### src/rtl/invaders_input_pkg.sv
// Shared types and defaults for the button-to-command input path.
// Build option: INPUT_AUTO_REPEAT_EN enables direction auto-repeat.
package invaders_input_pkg;

    // Per-direction hold/repeat state
    typedef enum logic [1:0] {
        DIR_IDLE   = 2'd0,
        DIR_DELAY  = 2'd1,
        DIR_REPEAT = 2'd2
    } dir_state_e;

    // Default width of every tick counter
    localparam int DEFAULT_CNT_W = 8;

endpackage

### src/rtl/hold_repeat_fsm.sv
// Press/auto-repeat pulse generator for one effective direction level.
// INPUT_AUTO_REPEAT_EN: full IDLE/DELAY/REPEAT; otherwise one pulse per press.
module hold_repeat_fsm
    import invaders_input_pkg::*;
#(
    parameter int REPEAT_DELAY  = 20,
    parameter int REPEAT_PERIOD = 5,
    parameter int CNT_W         = DEFAULT_CNT_W
) (
    input  logic clk,
    input  logic rst,
    input  logic init,
    input  logic lvl,
    input  logic tick,
    output logic pulse
);

    logic prev_q;
    logic prev_d;
    logic pulse_q;
    logic pulse_d;
    logic rise;

    // The first cycle after reset only samples levels, so a held
    // button is never mistaken for a fresh press.
    assign rise  = lvl & ~prev_q & ~init;
    assign pulse = pulse_q;

`ifdef INPUT_AUTO_REPEAT_EN

    dir_state_e       state_q;
    dir_state_e       state_d;
    logic [CNT_W-1:0] cnt_q;
    logic [CNT_W-1:0] cnt_d;
    logic [CNT_W-1:0] cnt_inc;

    // Saturating tick count, never wraps
    always_comb begin
        cnt_inc = (cnt_q == '1) ? cnt_q : cnt_q + 1'b1;
    end

    // Next state: release always wins, a tick on the press cycle is ignored
    always_comb begin
        state_d = state_q;
        cnt_d   = cnt_q;
        pulse_d = 1'b0;
        prev_d  = lvl;
        if (init || !lvl) begin
            state_d = DIR_IDLE;
            cnt_d   = '0;
        end else begin
            unique case (state_q)
                DIR_IDLE: begin
                    if (rise) begin
                        pulse_d = 1'b1;
                        cnt_d   = '0;
                        state_d = DIR_DELAY;
                    end
                end
                DIR_DELAY: begin
                    if (tick) begin
                        if (cnt_inc == CNT_W'(REPEAT_DELAY)) begin
                            pulse_d = 1'b1;
                            cnt_d   = '0;
                            state_d = DIR_REPEAT;
                        end else begin
                            cnt_d = cnt_inc;
                        end
                    end
                end
                DIR_REPEAT: begin
                    if (tick) begin
                        if (cnt_inc == CNT_W'(REPEAT_PERIOD)) begin
                            pulse_d = 1'b1;
                            cnt_d   = '0;
                        end else begin
                            cnt_d = cnt_inc;
                        end
                    end
                end
                default: begin
                    state_d = DIR_IDLE;
                    cnt_d   = '0;
                end
            endcase
        end
    end

    // State, counter, previous level and registered pulse
    always_ff @(posedge clk or posedge rst) begin
        if (rst) begin
            state_q <= DIR_IDLE;
            cnt_q   <= '0;
            prev_q  <= 1'b0;
            pulse_q <= 1'b0;
        end else begin
            state_q <= state_d;
            cnt_q   <= cnt_d;
            prev_q  <= prev_d;
            pulse_q <= pulse_d;
        end
    end

`else

    // Timing parameters and the tick only matter with auto-repeat
    localparam int unused_params = REPEAT_DELAY + REPEAT_PERIOD + CNT_W;
    logic unused_tick;
    assign unused_tick = tick;

    // One pulse per effective rising edge
    always_comb begin
        prev_d  = lvl;
        pulse_d = rise;
    end

    // Previous level and registered pulse
    always_ff @(posedge clk or posedge rst) begin
        if (rst) begin
            prev_q  <= 1'b0;
            pulse_q <= 1'b0;
        end else begin
            prev_q  <= prev_d;
            pulse_q <= pulse_d;
        end
    end

`endif

endmodule

### src/rtl/input_event_gen.sv
// Turns debounced button levels into single-cycle game commands.
// Build option: INPUT_AUTO_REPEAT_EN enables direction auto-repeat.
module input_event_gen
    import invaders_input_pkg::*;
#(
    parameter int REPEAT_DELAY  = 20,
    parameter int REPEAT_PERIOD = 5,
    parameter int FIRE_COOLDOWN = 30,
    parameter int RESET_HOLD    = 60,
    parameter int CNT_W         = DEFAULT_CNT_W
) (
    input  logic clk,
    input  logic rst,
    input  logic tick,
    input  logic d_left,
    input  logic d_right,
    input  logic d_fire,
    input  logic d_reset,
    output logic move_left,
    output logic move_right,
    output logic fire,
    output logic fire_busy,
    output logic game_reset
);

    logic             init_q;
    logic             init_d;
    logic             l_eff;
    logic             r_eff;
    logic             fire_prev_q;
    logic             fire_prev_d;
    logic             fire_q;
    logic             fire_d;
    logic             busy_q;
    logic             busy_d;
    logic [CNT_W-1:0] fire_cnt_q;
    logic [CNT_W-1:0] fire_cnt_d;
    logic [CNT_W-1:0] hold_cnt_q;
    logic [CNT_W-1:0] hold_cnt_d;
    logic             game_reset_q;
    logic             game_reset_d;

    // Holding both directions cancels them out
    assign l_eff = d_left & ~d_right;
    assign r_eff = d_right & ~d_left;

    assign fire       = fire_q;
    assign fire_busy  = busy_q;
    assign game_reset = game_reset_q;

    // Flag marking the first cycle after reset release
    always_comb begin
        init_d = 1'b0;
    end

    // Flag register, set while in reset
    always_ff @(posedge clk or posedge rst) begin
        if (rst) begin
            init_q <= 1'b1;
        end else begin
            init_q <= init_d;
        end
    end

    hold_repeat_fsm #(
        .REPEAT_DELAY  (REPEAT_DELAY),
        .REPEAT_PERIOD (REPEAT_PERIOD),
        .CNT_W         (CNT_W)
    ) u_left (
        .clk   (clk),
        .rst   (rst),
        .init  (init_q),
        .lvl   (l_eff),
        .tick  (tick),
        .pulse (move_left)
    );

    hold_repeat_fsm #(
        .REPEAT_DELAY  (REPEAT_DELAY),
        .REPEAT_PERIOD (REPEAT_PERIOD),
        .CNT_W         (CNT_W)
    ) u_right (
        .clk   (clk),
        .rst   (rst),
        .init  (init_q),
        .lvl   (r_eff),
        .tick  (tick),
        .pulse (move_right)
    );

    // Fire: presses during cooldown are dropped, never queued
    always_comb begin
        fire_prev_d = d_fire;
        fire_d      = 1'b0;
        fire_cnt_d  = fire_cnt_q;
        if (!init_q) begin
            if (d_fire && !fire_prev_q && fire_cnt_q == '0) begin
                fire_d     = 1'b1;
                fire_cnt_d = CNT_W'(FIRE_COOLDOWN);
            end else if (tick && fire_cnt_q != '0) begin
                fire_cnt_d = fire_cnt_q - 1'b1;
            end
        end
        busy_d = (fire_cnt_d != '0);
    end

    // Game reset: count held ticks, pulse once, freeze until release
    always_comb begin
        hold_cnt_d   = hold_cnt_q;
        game_reset_d = 1'b0;
        if (!d_reset) begin
            hold_cnt_d = '0;
        end else if (!init_q && tick &&
                     hold_cnt_q != CNT_W'(RESET_HOLD)) begin
            hold_cnt_d = hold_cnt_q + 1'b1;
            if (hold_cnt_d == CNT_W'(RESET_HOLD)) begin
                game_reset_d = 1'b1;
            end
        end
    end

    // Fire and reset-hold registers
    always_ff @(posedge clk or posedge rst) begin
        if (rst) begin
            fire_prev_q  <= 1'b0;
            fire_q       <= 1'b0;
            busy_q       <= 1'b0;
            fire_cnt_q   <= '0;
            hold_cnt_q   <= '0;
            game_reset_q <= 1'b0;
        end else begin
            fire_prev_q  <= fire_prev_d;
            fire_q       <= fire_d;
            busy_q       <= busy_d;
            fire_cnt_q   <= fire_cnt_d;
            hold_cnt_q   <= hold_cnt_d;
            game_reset_q <= game_reset_d;
        end
    end

endmodule
### config.mk
export PLATFORM = sky130hd
export DESIGN_NAME = input_event_gen
export DESIGN_NICKNAME = d
export VERILOG_FILES = /design/src/rtl/invaders_input_pkg.sv /design/src/rtl/hold_repeat_fsm.sv /design/src/rtl/input_event_gen.sv
export SDC_FILE = /design/constraint.sdc
export NUM_CORES = 1
export LEC_CHECK = 0
export ABC_AREA = 1
export BUFFER_PORTS_ARGS = -buffer_cell sky130_fd_sc_hd__buf_2
export CELL_PAD_IN_SITES_DETAIL_PLACEMENT = 1
export CELL_PAD_IN_SITES_GLOBAL_PLACEMENT = 1
export CORE_ASPECT_RATIO = 0.5
export CORE_MARGIN = 5
export CORE_UTILIZATION = 47
export DETAILED_ROUTE_END_ITERATION = 16
export GPL_ROUTABILITY_DRIVEN = 0
export PLACE_DENSITY = 0.86
export SLEW_MARGIN = 20
export SYNTH_ARGS = -nofsm -noshare
export SYNTH_HDL_FRONTEND = slang
export SYNTH_SLANG_ARGS = --single-unit
export TNS_END_PERCENT = 20
### constraint.sdc
create_clock -name clk -period 3.5 [get_ports clk]
set_input_delay 0.175 -clock clk [delete_from_list [all_inputs] [get_ports clk]]
set_output_delay 0.175 -clock clk [all_outputs]
set_load 0.005 [all_outputs]
==> tab_implementation.tex, run 1 <==
\begin{tabular}{lr}
\hline
Metric & Value \\
\hline
\multicolumn{2}{l}{\textbf{Status}} \\
\quad Run status & finished, final reports clean \\
\multicolumn{2}{l}{\textbf{Power}} \\
\quad Switching Fraction & 0.382 \\
\quad NetSw & 0.300 mW \\
\quad Leakage Power & 0.822 nW \\
\quad Internal power contribution & 0.485 mW \\
\quad Pwr/cell area & 508 nW/um2 \\
\quad Clock network fraction of design power & 0.221 \\
\quad Peak supply drop & 0.209 mV \\
\quad Power share of the combinational group & 0.297 \\
\quad Total Power Consumption & 0.784 mW \\
\quad Part of the total power dissipated in sequential elements & 0.482 \\
\multicolumn{2}{l}{\textbf{STA}} \\
\quad Tcrit/Tclk final & 0.473 \\
\quad Max transition margin & 0.370 \\
\quad Final slew viol count & 0 \\
\quad Minimum period implied by the final worst setup slack & 1.65 ns \\
\quad Sum of negative setup slack & 0 ns \\
\quad Endpoints failing hold & 0 \\
\quad Worst-margin pin slew & 0.944 ns \\
\quad Setup Viol. Count Final & 0 \\
\quad Worst Clk Skew & 0.00649 ns \\
\quad Setup repair after global routing missed its margin & false \\
\quad Max Clk Rate & 604 MHz \\
\multicolumn{2}{l}{\textbf{Clock tree}} \\
\quad Inserted Clock Buffers & 3 \\
\quad Root Buffer Master & sky130\_fd\_sc\_hd\_\_clkbuf\_8 \\
\quad Clock buffer depth & 2 \\
\quad Post-CTS clock slew at the launch and capture registers of the worst setup and hold paths & 0.09 ns \\
\quad Clock sink count & 25 \\
\quad Clock tree from TritonCTS & built \\
\quad Count of buffers added by post-CTS timing repair for setup & 0 \\
\quad Number of buffers added to fix hold violations after cts & 0 \\
\quad Number of resized instances in the post-cts repair step & 0 \\
\quad H-tree Lvls & 1 \\
\quad Clock latency of the later-clocked register in the worst-skew pair & 0.27 ns \\
\multicolumn{2}{l}{\textbf{Yosys}} \\
\quad Number of enable flip-flop cells after synthesis & 0 \\
\quad Most used flip-flop cell after synthesis & sky130\_fd\_sc\_hd\_\_dfrtp\_1 \\
\quad Synth cell count leaders & sky130\_fd\_sc\_hd\_\_nand2\_1, sky130\_fd\_sc\_hd\_\_inv\_1, sky130\_fd\_sc\_hd\_\_dfrtp\_1, sky130\_fd\_sc\_hd\_\_nor2\_1, sky130\_fd\_sc\_hd\_\_nand3\_1 \\
\quad Average cell area after synthesis & 8.24 um2 \\
\quad Seq/Total Area, Yosys & 0.453 \\
\quad Share of synthesized registers carrying an async set or reset & 1.00 \\
\quad Largest area contributor in the netlist & sky130\_fd\_sc\_hd\_\_dfrtp\_1 \\
\quad Share of Yosys cell area claimed by the top area cell type & 0.434 \\
\quad Synthesis Warnings & 0 \\
\quad Post-synthesis register bit count & 25 \\
\quad Count of distinct cell types in the synthesized netlist & 25 \\
\quad Synth Instances & 168 \\
\quad Largest cells by area after synthesis & sky130\_fd\_sc\_hd\_\_dfrtp\_1, sky130\_fd\_sc\_hd\_\_nand2\_1, sky130\_fd\_sc\_hd\_\_inv\_1 \\
\quad Post-Synthesis Cell Area & 1390 um2 \\
\quad Syn nets & 179 \\
\quad Most repeated cell in the gate-level netlist after synthesis & sky130\_fd\_sc\_hd\_\_nand2\_1 \\
\multicolumn{2}{l}{\textbf{Die}} \\
\quad Chip Width & 86.8 um \\
\quad Cell row count & 13 \\
\quad Starting density of the core & 0.513 \\
\quad Die Y & 48.4 um \\
\quad CORE AREA & 2700 um2 \\
\quad Die area & 4200 um2 \\
\quad Boundary Pins & 12 \\
\multicolumn{2}{l}{\textbf{Route}} \\
\quad Routed WL & 3140 um \\
\quad Via count & 1101 \\
\quad Number of nets with antenna violations after routing & 0 \\
\quad Number of iterations in the first detailed-routing pass & 4 \\
\quad Routed wire per std cell & 14.2 um \\
\quad Number of design rule violations left after detail routing & 0 \\
\quad Count of routing violations after the opening detailed-route iteration & 20 \\
\quad Post-DR vias/cell & 4.98 \\
\multicolumn{2}{l}{\textbf{Cells and area}} \\
\quad Synth-to-layout area growth & 11.4\% \\
\quad Share of cells above drive strength 1 & 0.201 \\
\quad Utilization after layout & 0.571 \\
\quad Layout fillers & 351 \\
\quad Nets & 196 \\
\quad Count of antenna diodes in the layout & 0 \\
\multicolumn{2}{l}{\textbf{Setup path}} \\
\quad Critical path fanouts, max & 5 \\
\quad Type of element launching the critical path & register \\
\quad Worst R2R Path Depth & 11 \\
\quad CP arrival & 1.83 ns \\
\quad Start-to-end type of the worst setup path & register to register \\
\quad Worst path required time & 3.67 ns \\
\quad Kind of capture point of the worst setup path & register \\
\multicolumn{2}{l}{\textbf{Min path}} \\
\quad Class of the most critical hold timing path & input pin to register \\
\quad Hold Path Cell Cnt & 2 \\
\multicolumn{2}{l}{\textbf{Global routing}} \\
\quad Maximum number of pins on one net before global-route repair & 26 \\
\quad GRT Resource Usage Total & 0.162 \\
\quad First-pass GRT wire length & 5400 um \\
\quad Initial antenna violation count & 0 \\
\quad Via count of the first global-routing pass & 1176 \\
\quad Grt total ovfl & 0 \\
\multicolumn{2}{l}{\textbf{Placement}} \\
\quad Number of buffers inserted by port buffering & 11 \\
\quad HPWL Detailed & 2490 um \\
\multicolumn{2}{l}{\textbf{Job}} \\
\quad Count of max-cap constraint violations & 0 \\
\hline
\end{tabular}
worst max-delay path: stages (launching register included):
cell and delay [ns]:
sky130_fd_sc_hd__dfrtp_1 0.39, sky130_fd_sc_hd__inv_1 0.12, sky130_fd_sc_hd__ha_1 0.20, sky130_fd_sc_hd__inv_1 0.05, sky130_fd_sc_hd__nor2_1 0.17, sky130_fd_sc_hd__nand2_4 0.10, sky130_fd_sc_hd__nand3_1 0.08, sky130_fd_sc_hd__nand2_1 0.09
sky130_fd_sc_hd__nand2_1 0.11, sky130_fd_sc_hd__nand3_1 0.09, sky130_fd_sc_hd__nor2_1 0.10, sky130_fd_sc_hd__nand2_1 0.06
routing by layer:
metal  track usage  up-vias  part of all wire
met4        0.0285        0            0.0080
met2         0.289        9              0.51
met5             0        -                 0
met1         0.199      539              0.46
met3        0.0422        5             0.028
li1              -      548                 -
through the flow:
step	instance area (um2)	std cells	setup WS, ns	hold slack (ns)
after detailed placement	1490	216	1.85	0.296
after global routing	1540	221	1.66	0.0811
after floorplan	1390	168	2.03	0.202
after CTS	1530	220	1.84	0.00947
after global placement	1490	216	1.91	0.296
final	1540	221	1.85	0.0815
state kept, by name, summed over array words and instances (netlist names):
name	flops
fire	1
fire_busy	1
fire_cnt_q	8
fire_prev_q	1
game_reset	1
hold_cnt_q	8
init_q	1
u_left.prev_q	1
u_left.pulse	1
u_right.prev_q	1
u_right.pulse	1
area by class of cell:
| class | instances | area (um2) | area share |
|---|---|---|---|
| flip-flops and latches | 25 | 627 | 0.406 |
| multi-input cells | 109 | 626 | 0.406 |
| inverters | 34 | 133 | 0.0860 |
| repair buffers | 12 | 65.1 | 0.0422 |
| well taps | 37 | 46.3 | 0.0300 |
| clock buffers | 3 | 41.3 | 0.0268 |
| clock inverters | 1 | 5.00 | 0.00324 |
power by group through the flow:
stage / logic (mW) / registers (mW) / clock network (mW)
CTS: 0.234 / 0.377 / 0.177
global placement: 0.221 / 0.380 / 0
finish: 0.233 / 0.378 / 0.173
global route: 0.266 / 0.381 / 0.195
floorplan: 0.179 / 0.369 / 0
detailed placement: 0.233 / 0.383 / 0
kinds of logic after synthesis:
group / Yosys count / synth area share
buf+inv: 34 / 0.0958
compound gates: 8 / 0.0298
simple gates: 91 / 0.351
other cells: 1 / 0.00271
xor+xnor: 5 / 0.0316
fa+ha+maj: 4 / 0.0361
flops: 25 / 0.453
cell usage in the layout (no fill, tap or decap), types with 2 or more instances in the layout:
master	count
sky130_fd_sc_hd__nand2_2	7
sky130_fd_sc_hd__ha_1	4
sky130_fd_sc_hd__nor2_1	15
sky130_fd_sc_hd__xor2_1	5
sky130_fd_sc_hd__o21ai_1	4
sky130_fd_sc_hd__o21ai_0	2
sky130_fd_sc_hd__nor2_8	3
sky130_fd_sc_hd__nand4_1	4
sky130_fd_sc_hd__buf_2	11
sky130_fd_sc_hd__nand3_2	2
sky130_fd_sc_hd__clkbuf_8	3
sky130_fd_sc_hd__nand3_1	14
sky130_fd_sc_hd__nand2_1	35
sky130_fd_sc_hd__inv_1	32
sky130_fd_sc_hd__nor2_2	5
sky130_fd_sc_hd__nor4_1	2
sky130_fd_sc_hd__dfrtp_1	24
worst paths after layout:
| kind | from | to | slack (ns) |
|---|---|---|---|
| setup reg to reg | fire_cnt_q[0] | fire_busy | 1.85 |
| max in group asynchronous | rst | u_left.pulse | 2.81 |
| hold / removal | d_right | u_left.prev_q | 0.08 |
| hold reg to reg | u_left.prev_q | u_left.pulse | 0.41 |
| min in group asynchronous | rst | fire_cnt_q[7] | 0.11 |
| setup / recovery | fire_cnt_q[0] | fire_busy | 1.85 |
Power figures use the tool's default switching activity.
==> inputs of run 2 (changes only) <==
- CORE_UTILIZATION: 47 -> 43
- PLACE_DENSITY: 0.86 -> 0.8
- clock period: 3.5 -> 1.7 ns (I/O delays scaled with it)
==> tab_implementation.tex, run 2 (synthesis gave the netlist of run 1 again) <==
\begin{tabular}{lr}
\hline
Metric & Value \\
\hline
\multicolumn{2}{l}{\textbf{STA}} \\
\quad Final slew viol count & 0 (unchanged) \\
\quad Max Clk Rate & 623 MHz (+3.2\%) \\
\quad Setup Viol. Count Final & 0 (unchanged) \\
\quad Worst Clk Skew & 0.0105 ns (+0.00397 ns) \\
\quad Minimum period implied by the final worst setup slack & 1.60 ns (-0.0508 ns) \\
\quad Post-Route Hold Slack & 0.0840 ns (+0.00247 ns) \\
\quad Endpoints failing hold & 0 (unchanged) \\
\quad Tcrit/Tclk final & 0.944 (+0.471) \\
\multicolumn{2}{l}{\textbf{Clock tree}} \\
\quad Clock latency of the later-clocked register in the worst-skew pair & 0.27 ns (about the same) \\
\quad Root Buffer Master & sky130\_fd\_sc\_hd\_\_clkbuf\_8 \\
\quad Post-CTS clock slew at the launch and capture registers of the worst setup and hold paths & 0.09 ns (about the same) \\
\quad Clock buffer depth & 2 (unchanged) \\
\quad Inserted Clock Buffers & 3 (unchanged) \\
\quad Clock sink count & 25 (unchanged) \\
\quad H-tree Lvls & 1 (unchanged) \\
\quad Clock tree from TritonCTS & built \\
\multicolumn{2}{l}{\textbf{Cells and area}} \\
\quad Most used cells in the layout excluding fill and tap cells & sky130\_fd\_sc\_hd\_\_nand2\_1, sky130\_fd\_sc\_hd\_\_inv\_1, sky130\_fd\_sc\_hd\_\_dfrtp\_1, sky130\_fd\_sc\_hd\_\_nor2\_1, sky130\_fd\_sc\_hd\_\_nand3\_1 \\
\quad Share of cells above drive strength 1 & 0.217 (+0.0158) \\
\quad Count of antenna diodes in the layout & 0 (unchanged) \\
\quad Nets & 201 (+2.6\%) \\
\quad Largest registers & fire\_cnt\_q x8, hold\_cnt\_q x8 \\
\quad Synth-to-layout area growth & 16.4\% \\
\quad Most common cell after layout, fill and taps aside & sky130\_fd\_sc\_hd\_\_nand2\_1 \\
\multicolumn{2}{l}{\textbf{Route}} \\
\quad Count of routing violations after the opening detailed-route iteration & 35 (+75\%) \\
\quad Number of design rule violations left after detail routing & 0 (unchanged) \\
\quad Number of nets with antenna violations after routing & 0 (unchanged) \\
\quad Routed wire per std cell & 14.1 um (-0.45\%) \\
\quad Routed WL & 3240 um (+3.2\%) \\
\quad Number of iterations in the first detailed-routing pass & 4 (unchanged) \\
\quad Post-DR vias/cell & 4.89 (-1.8\%) \\
\quad Via count & 1120 (+1.7\%) \\
\multicolumn{2}{l}{\textbf{Die}} \\
\quad Chip Width & 90.3 um (+4.0\%) \\
\quad Boundary Pins & 12 (unchanged) \\
\quad CORE AREA & 3050 um2 (+13\%) \\
\quad Die Y & 50.1 um (+3.6\%) \\
\quad Die area & 4520 um2 (+7.8\%) \\
\quad Starting density of the core & 0.454 (-0.0585) \\
\quad Cell row count & 14 (+1) \\
\multicolumn{2}{l}{\textbf{Job}} \\
\quad Count of max-cap constraint violations & 0 (unchanged) \\
\multicolumn{2}{l}{\textbf{Placement}} \\
\quad Number of buffers inserted by port buffering & 11 (unchanged) \\
\quad HPWL Detailed & 2480 um (-0.22\%) \\
\multicolumn{2}{l}{\textbf{Min path}} \\
\quad Hold Path Cell Cnt & 3 (+1) \\
\quad Hold Path Origin & d\_reset \\
\quad Class of the most critical hold timing path & input pin to register \\
\quad Worst-case hold path end point & hold\_cnt\_q[2] \\
\multicolumn{2}{l}{\textbf{Setup path}} \\
\quad FF-to-FF End & fire\_busy \\
\quad Source of the critical timing path & fire\_cnt\_q[0] \\
\quad Critical path fanouts, max & 7 (+2) \\
\quad CP arrival & 1.77 ns (-0.06 ns) \\
\quad Start-to-end type of the worst setup path & register to register \\
\quad Worst R2R Path Depth & 11 (unchanged) \\
\quad Startpoint of the lowest-slack register-to-register path & fire\_cnt\_q[0] \\
\quad Register-to-register setup slack & 0.1 ns (-1.75 ns) \\
\quad Type of element launching the critical path & register \\
\quad Kind of capture point of the worst setup path & register \\
\quad Worst path required time & 1.87 ns (-1.80 ns) \\
\multicolumn{2}{l}{\textbf{Power}} \\
\quad Peak supply drop & 0.400 mV (+91\%) \\
\quad Total Power Consumption & 1.65 mW (+110\%) \\
\quad Leakage Power & 0.845 nW (+2.8\%) \\
\quad Pwr/cell area & 1020 nW/um2 (+100\%) \\
\multicolumn{2}{l}{\textbf{Global routing}} \\
\quad Maximum number of pins on one net before global-route repair & 17 (-35\%) \\
\quad First-pass GRT wire length & 5550 um (+2.7\%) \\
\quad Initial antenna violation count & 0 (unchanged) \\
\quad Grt total ovfl & 0 (unchanged) \\
\quad GRT Resource Usage Total & 0.153 (-0.00927) \\
\quad Via count of the first global-routing pass & 1239 (+5.4\%) \\
\multicolumn{2}{l}{\textbf{Status}} \\
\quad Run status & finished, final reports clean \\
\hline
\end{tabular}
[run 2: through the flow]
stage	util	cells	setup slack [ns]	cell area [um2]	setup TNS (ns)
floorplan	-	168	0.228	1390	0
global placement	0.495	220	0.131	1510	0
detailed placement	0.495	220	0.00247	1510	0
CTS	0.523	228	0.0287	1600	0
global route	0.529	229	-0.0229	1610	-0.0229
finish	0.529	229	0.0959	1610	0
[run 2: layout make-up]
class	count	area, um2
inverters	34	133
flip-flops and latches	25	627
fillers	390	1440
multi-input cells	109	636
clock buffers	4	45.0
repair buffers	17	123
well taps	40	50.0
[run 2: worst max-delay path by stage]
stage,to,slack (ns),cells past startpoint
4_1_cts,fire_busy,0.03,11
6_report,fire_busy,0.1,11
3_5_place_dp,fire_busy,0.002,11
5_1_grt,fire_busy,-0.02,11
3_3_place_gp,fire_busy,0.13,11
2_1_floorplan,fire_busy,0.23,11
[run 2: per-layer routing]
layer  wire, um  vias up  global-route usage
met2       1710        7               0.289
li1           -      562                   -
met5          0        -                   0
met4         18        0              0.0421
met3         46        2              0.0388
met1       1460      549               0.175
[run 2: repair_timing]
action                                 4_1_cts  5_1_grt
pin swaps                                    0        1
endpoints found under the hold margin       13        0
setup buffers                                0        1
setup endpoints to repair                    1        1
resized for setup                            1        3
hold buffers                                 4        0
[run 2: critical path: stages (launching register included)]
cell and delay, ns:
sky130_fd_sc_hd__dfrtp_1 0.40, sky130_fd_sc_hd__inv_2 0.09, sky130_fd_sc_hd__ha_2 0.19, sky130_fd_sc_hd__nand3_2 0.12, sky130_fd_sc_hd__nor2_8 0.15, sky130_fd_sc_hd__nor2_8 0.06
sky130_fd_sc_hd__nand2_2 0.06, sky130_fd_sc_hd__nand2_2 0.07, sky130_fd_sc_hd__nor2_4 0.11, sky130_fd_sc_hd__nand2_1 0.07, sky130_fd_sc_hd__nor2_1 0.11, sky130_fd_sc_hd__nand2_1 0.06
[run 2: power by group]
part	switching (mW)	total (mW)	leakage, nW	internal (mW)
sequential	0.0915	0.772	0.313	0.681
combinational	0.337	0.517	0.508	0.180
clock	0.189	0.357	0.0228	0.168
==> inputs of run 3 (changes only) <==
- CORE_UTILIZATION: 43 -> 39
- PLACE_DENSITY: 0.8 -> 0.76
- clock period: 1.7 -> 1.3 ns (I/O delays scaled with it)
==> tab_implementation.tex, run 3 (synthesis gave the netlist of run 1 again) <==
\begin{tabular}{lr}
\hline
Metric & Value \\
\hline
\multicolumn{2}{l}{\textbf{Status}} \\
\quad Run status & finished, violations left \\
\quad Violated checks & setup timing \\
\multicolumn{2}{l}{\textbf{Cells and area}} \\
\quad Nets & 237 (+18\%) \\
\quad Synth-to-layout area growth & 47.1\% \\
\quad Share of cells above drive strength 1 & 0.489 (+0.272) \\
\quad Area of all sequential standard cells & 631 um2 (+0.60\%) \\
\quad Most common cell after layout, fill and taps aside & sky130\_fd\_sc\_hd\_\_buf\_4 \\
\quad Count of antenna diodes in the layout & 0 (unchanged) \\
\quad Layout fillers & 416 (+6.7\%) \\
\quad Largest registers & fire\_cnt\_q x8, hold\_cnt\_q x8 \\
\quad Most used cells in the layout excluding fill and tap cells & sky130\_fd\_sc\_hd\_\_buf\_4, sky130\_fd\_sc\_hd\_\_nand2\_1, sky130\_fd\_sc\_hd\_\_inv\_1, sky130\_fd\_sc\_hd\_\_dfrtp\_1, sky130\_fd\_sc\_hd\_\_nand2\_2 \\
\quad Post-Layout Inst Area & 2040 um2 (+26\%) \\
\quad Footprint of the multi-input gates & 783 um2 (+23\%) \\
\multicolumn{2}{l}{\textbf{Die}} \\
\quad Cell row count & 15 (+1) \\
\quad Die Y & 52.1 um (+4.0\%) \\
\quad Boundary Pins & 12 (unchanged) \\
\quad CORE AREA & 3430 um2 (+13\%) \\
\quad Chip Width & 94.3 um (+4.4\%) \\
\quad Die area & 4920 um2 (+8.6\%) \\
\quad Starting density of the core & 0.403 (-0.0512) \\
\multicolumn{2}{l}{\textbf{STA}} \\
\quad Worst Slack Setup Final & -0.367 ns (-0.463 ns) \\
\quad Endpoints failing hold & 0 (unchanged) \\
\quad Minimum period implied by the final worst setup slack & 1.67 ns (+0.0629 ns) \\
\quad Final slew viol count & 0 (unchanged) \\
\quad Tcrit/Tclk final & 1.28 (+0.339) \\
\quad Worst Clk Skew & 0.0112 ns (+0.000721 ns) \\
\quad Setup repair after global routing missed its margin & true \\
\quad Max Clk Rate & 600 MHz (-3.8\%) \\
\quad Setup Viol. Count Final & 19 (+19) \\
\quad Sum of negative setup slack & -2.50 ns (-2.50 ns) \\
\multicolumn{2}{l}{\textbf{Power}} \\
\quad Pwr/cell area & 1400 nW/um2 (+37\%) \\
\quad Total Power Consumption & 2.84 mW (+73\%) \\
\quad Leakage Power & 1.03 nW (+22\%) \\
\quad Peak supply drop & 0.561 mV (+40\%) \\
\multicolumn{2}{l}{\textbf{Placement}} \\
\quad HPWL Detailed & 2740 um (+10\%) \\
\quad Worst setup slack after placement & -0.322 ns (-0.324 ns) \\
\quad Number of buffers inserted by port buffering & 11 (unchanged) \\
\quad Post-place instance area & 1740 um2 (+15\%) \\
\multicolumn{2}{l}{\textbf{Setup path}} \\
\quad Type of element launching the critical path & register \\
\quad Worst R2R Path Depth & 11 (unchanged) \\
\quad Critical path fanouts, max & 5 (-2) \\
\quad FF-to-FF End & fire\_busy \\
\quad Source of the critical timing path & fire\_cnt\_q[3] \\
\quad Start-to-end type of the worst setup path & register to register \\
\quad Startpoint of the lowest-slack register-to-register path & fire\_cnt\_q[3] \\
\quad CP arrival & 1.84 ns (+0.07 ns) \\
\quad CP endpoint & fire\_busy \\
\quad Kind of capture point of the worst setup path & register \\
\quad Register-to-register setup slack & -0.37 ns (-0.46 ns) \\
\quad Worst path required time & 1.47 ns (-0.40 ns) \\
\multicolumn{2}{l}{\textbf{Route}} \\
\quad Post-DR vias/cell & 4.99 (+2.0\%) \\
\quad Number of iterations in the first detailed-routing pass & 4 (unchanged) \\
\quad Routed WL & 4830 um (+49\%) \\
\quad Via count & 1377 (+23\%) \\
\quad Number of nets with antenna violations after routing & 0 (unchanged) \\
\quad Count of routing violations after the opening detailed-route iteration & 44 (+26\%) \\
\quad Number of design rule violations left after detail routing & 0 (unchanged) \\
\quad Routed wire per std cell & 17.5 um (+24\%) \\
\multicolumn{2}{l}{\textbf{Clock tree}} \\
\quad Root Buffer Master & sky130\_fd\_sc\_hd\_\_clkbuf\_8 \\
\quad Clock buffer depth & 2 (unchanged) \\
\quad Clock sink count & 25 (unchanged) \\
\quad Post-CTS clock slew at the launch and capture registers of the worst setup and hold paths & 0.10 ns (about the same) \\
\quad H-tree Lvls & 1 (unchanged) \\
\quad Inserted Clock Buffers & 3 (unchanged) \\
\quad Clock tree from TritonCTS & built \\
\quad Clock latency of the later-clocked register in the worst-skew pair & 0.28 ns (about the same) \\
\multicolumn{2}{l}{\textbf{Global routing}} \\
\quad Via count of the first global-routing pass & 1469 (+19\%) \\
\quad GRT Resource Usage Total & 0.189 (+0.0357) \\
\quad Initial antenna violation count & 0 (unchanged) \\
\quad First-pass GRT wire length & 6870 um (+24\%) \\
\quad Grt total ovfl & 0 (unchanged) \\
\quad Maximum number of pins on one net before global-route repair & 15 (-2) \\
\multicolumn{2}{l}{\textbf{Job}} \\
\quad Count of max-cap constraint violations & 0 (unchanged) \\
\multicolumn{2}{l}{\textbf{Min path}} \\
\quad Class of the most critical hold timing path & input pin to register \\
\hline
\end{tabular}
run 3: cell count changes in the layout (fill, tap and decap cells not counted), sizes merged:
cell / delta
clkinv: +1
clkbuf: -1
buf: +36
run 3: area by class of cell:
type | instances | area share
inverters | 34 | 0.0651
well taps | 51 | 0.0313
clock inverters | 1 | 0.00246
clock buffers | 3 | 0.0203
flip-flops and latches | 25 | 0.310
repair buffers | 53 | 0.187
multi-input cells | 109 | 0.385
run 3: layer usage:
metal  global-route usage  vias to the layer above  part of all wire
met5                    0                        -                 0
met4               0.0791                        0             0.038
met3               0.0260                       16             0.024
met2                0.391                       24              0.55
met1                0.190                      708              0.38
li1                     -                      629                 -
run 3: what timing repair did:
| action | 4_1_cts | 5_1_grt |
|---|---|---|
| endpoints found under the hold margin | 29 | 0 |
| gates cloned | 0 | 0 |
| hold buffers | 4 | 0 |
| endpoints found under the setup margin | 17 | 19 |
| pin swaps | 5 | 11 |
| buffers inserted | 4 | 5 |
| gates resized for setup | 7 | 35 |
run 3: stage by stage:
| step | std cells | util | hold WS (ns) |
|---|---|---|---|
| after global placement | 259 | 0.508 | 0.0807 |
| after CTS | 271 | 0.545 | 0.0583 |
| after floorplan | 168 | - | 0.0916 |
| final | 276 | 0.593 | 0.117 |
| after global routing | 276 | 0.593 | 0.125 |
| after detailed placement | 259 | 0.508 | 0.0881 |
run 3: report_power, final:
part	switching (mW)	internal [mW]	leakage (nW)
logic	0.727	0.611	0.698
clock network	0.264	0.215	0.0255
registers	0.131	0.894	0.309
total	1.12	1.72	1.03
run 3: worst min-delay path by stage:
stage | from | slack, ns | cells after the start | endpoint
finish | d_reset | 0.12 | 3 | hold_cnt_q[5]
global route | d_reset | 0.12 | 3 | hold_cnt_q[5]
CTS | d_reset | 0.06 | 3 | hold_cnt_q[2]
detailed placement | rst | 0.09 | 3 | hold_cnt_q[2]
global placement | rst | 0.08 | 3 | hold_cnt_q[2]
floorplan | rst | 0.09 | 1 | fire
run 3: worst max-delay path: stages (launching register included):
cell	delay [ns]
sky130_fd_sc_hd__dfrtp_1	0.44
sky130_fd_sc_hd__inv_1	0.10
sky130_fd_sc_hd__nand2_2	0.14
sky130_fd_sc_hd__nor2_2	0.07
sky130_fd_sc_hd__nand2_4	0.11
sky130_fd_sc_hd__nand2_4	0.06
sky130_fd_sc_hd__nand2_1	0.10
sky130_fd_sc_hd__nand2_1	0.07
sky130_fd_sc_hd__nor2_2	0.14
sky130_fd_sc_hd__nand2_1	0.09
sky130_fd_sc_hd__nor2_2	0.14
sky130_fd_sc_hd__nand2_1	0.08
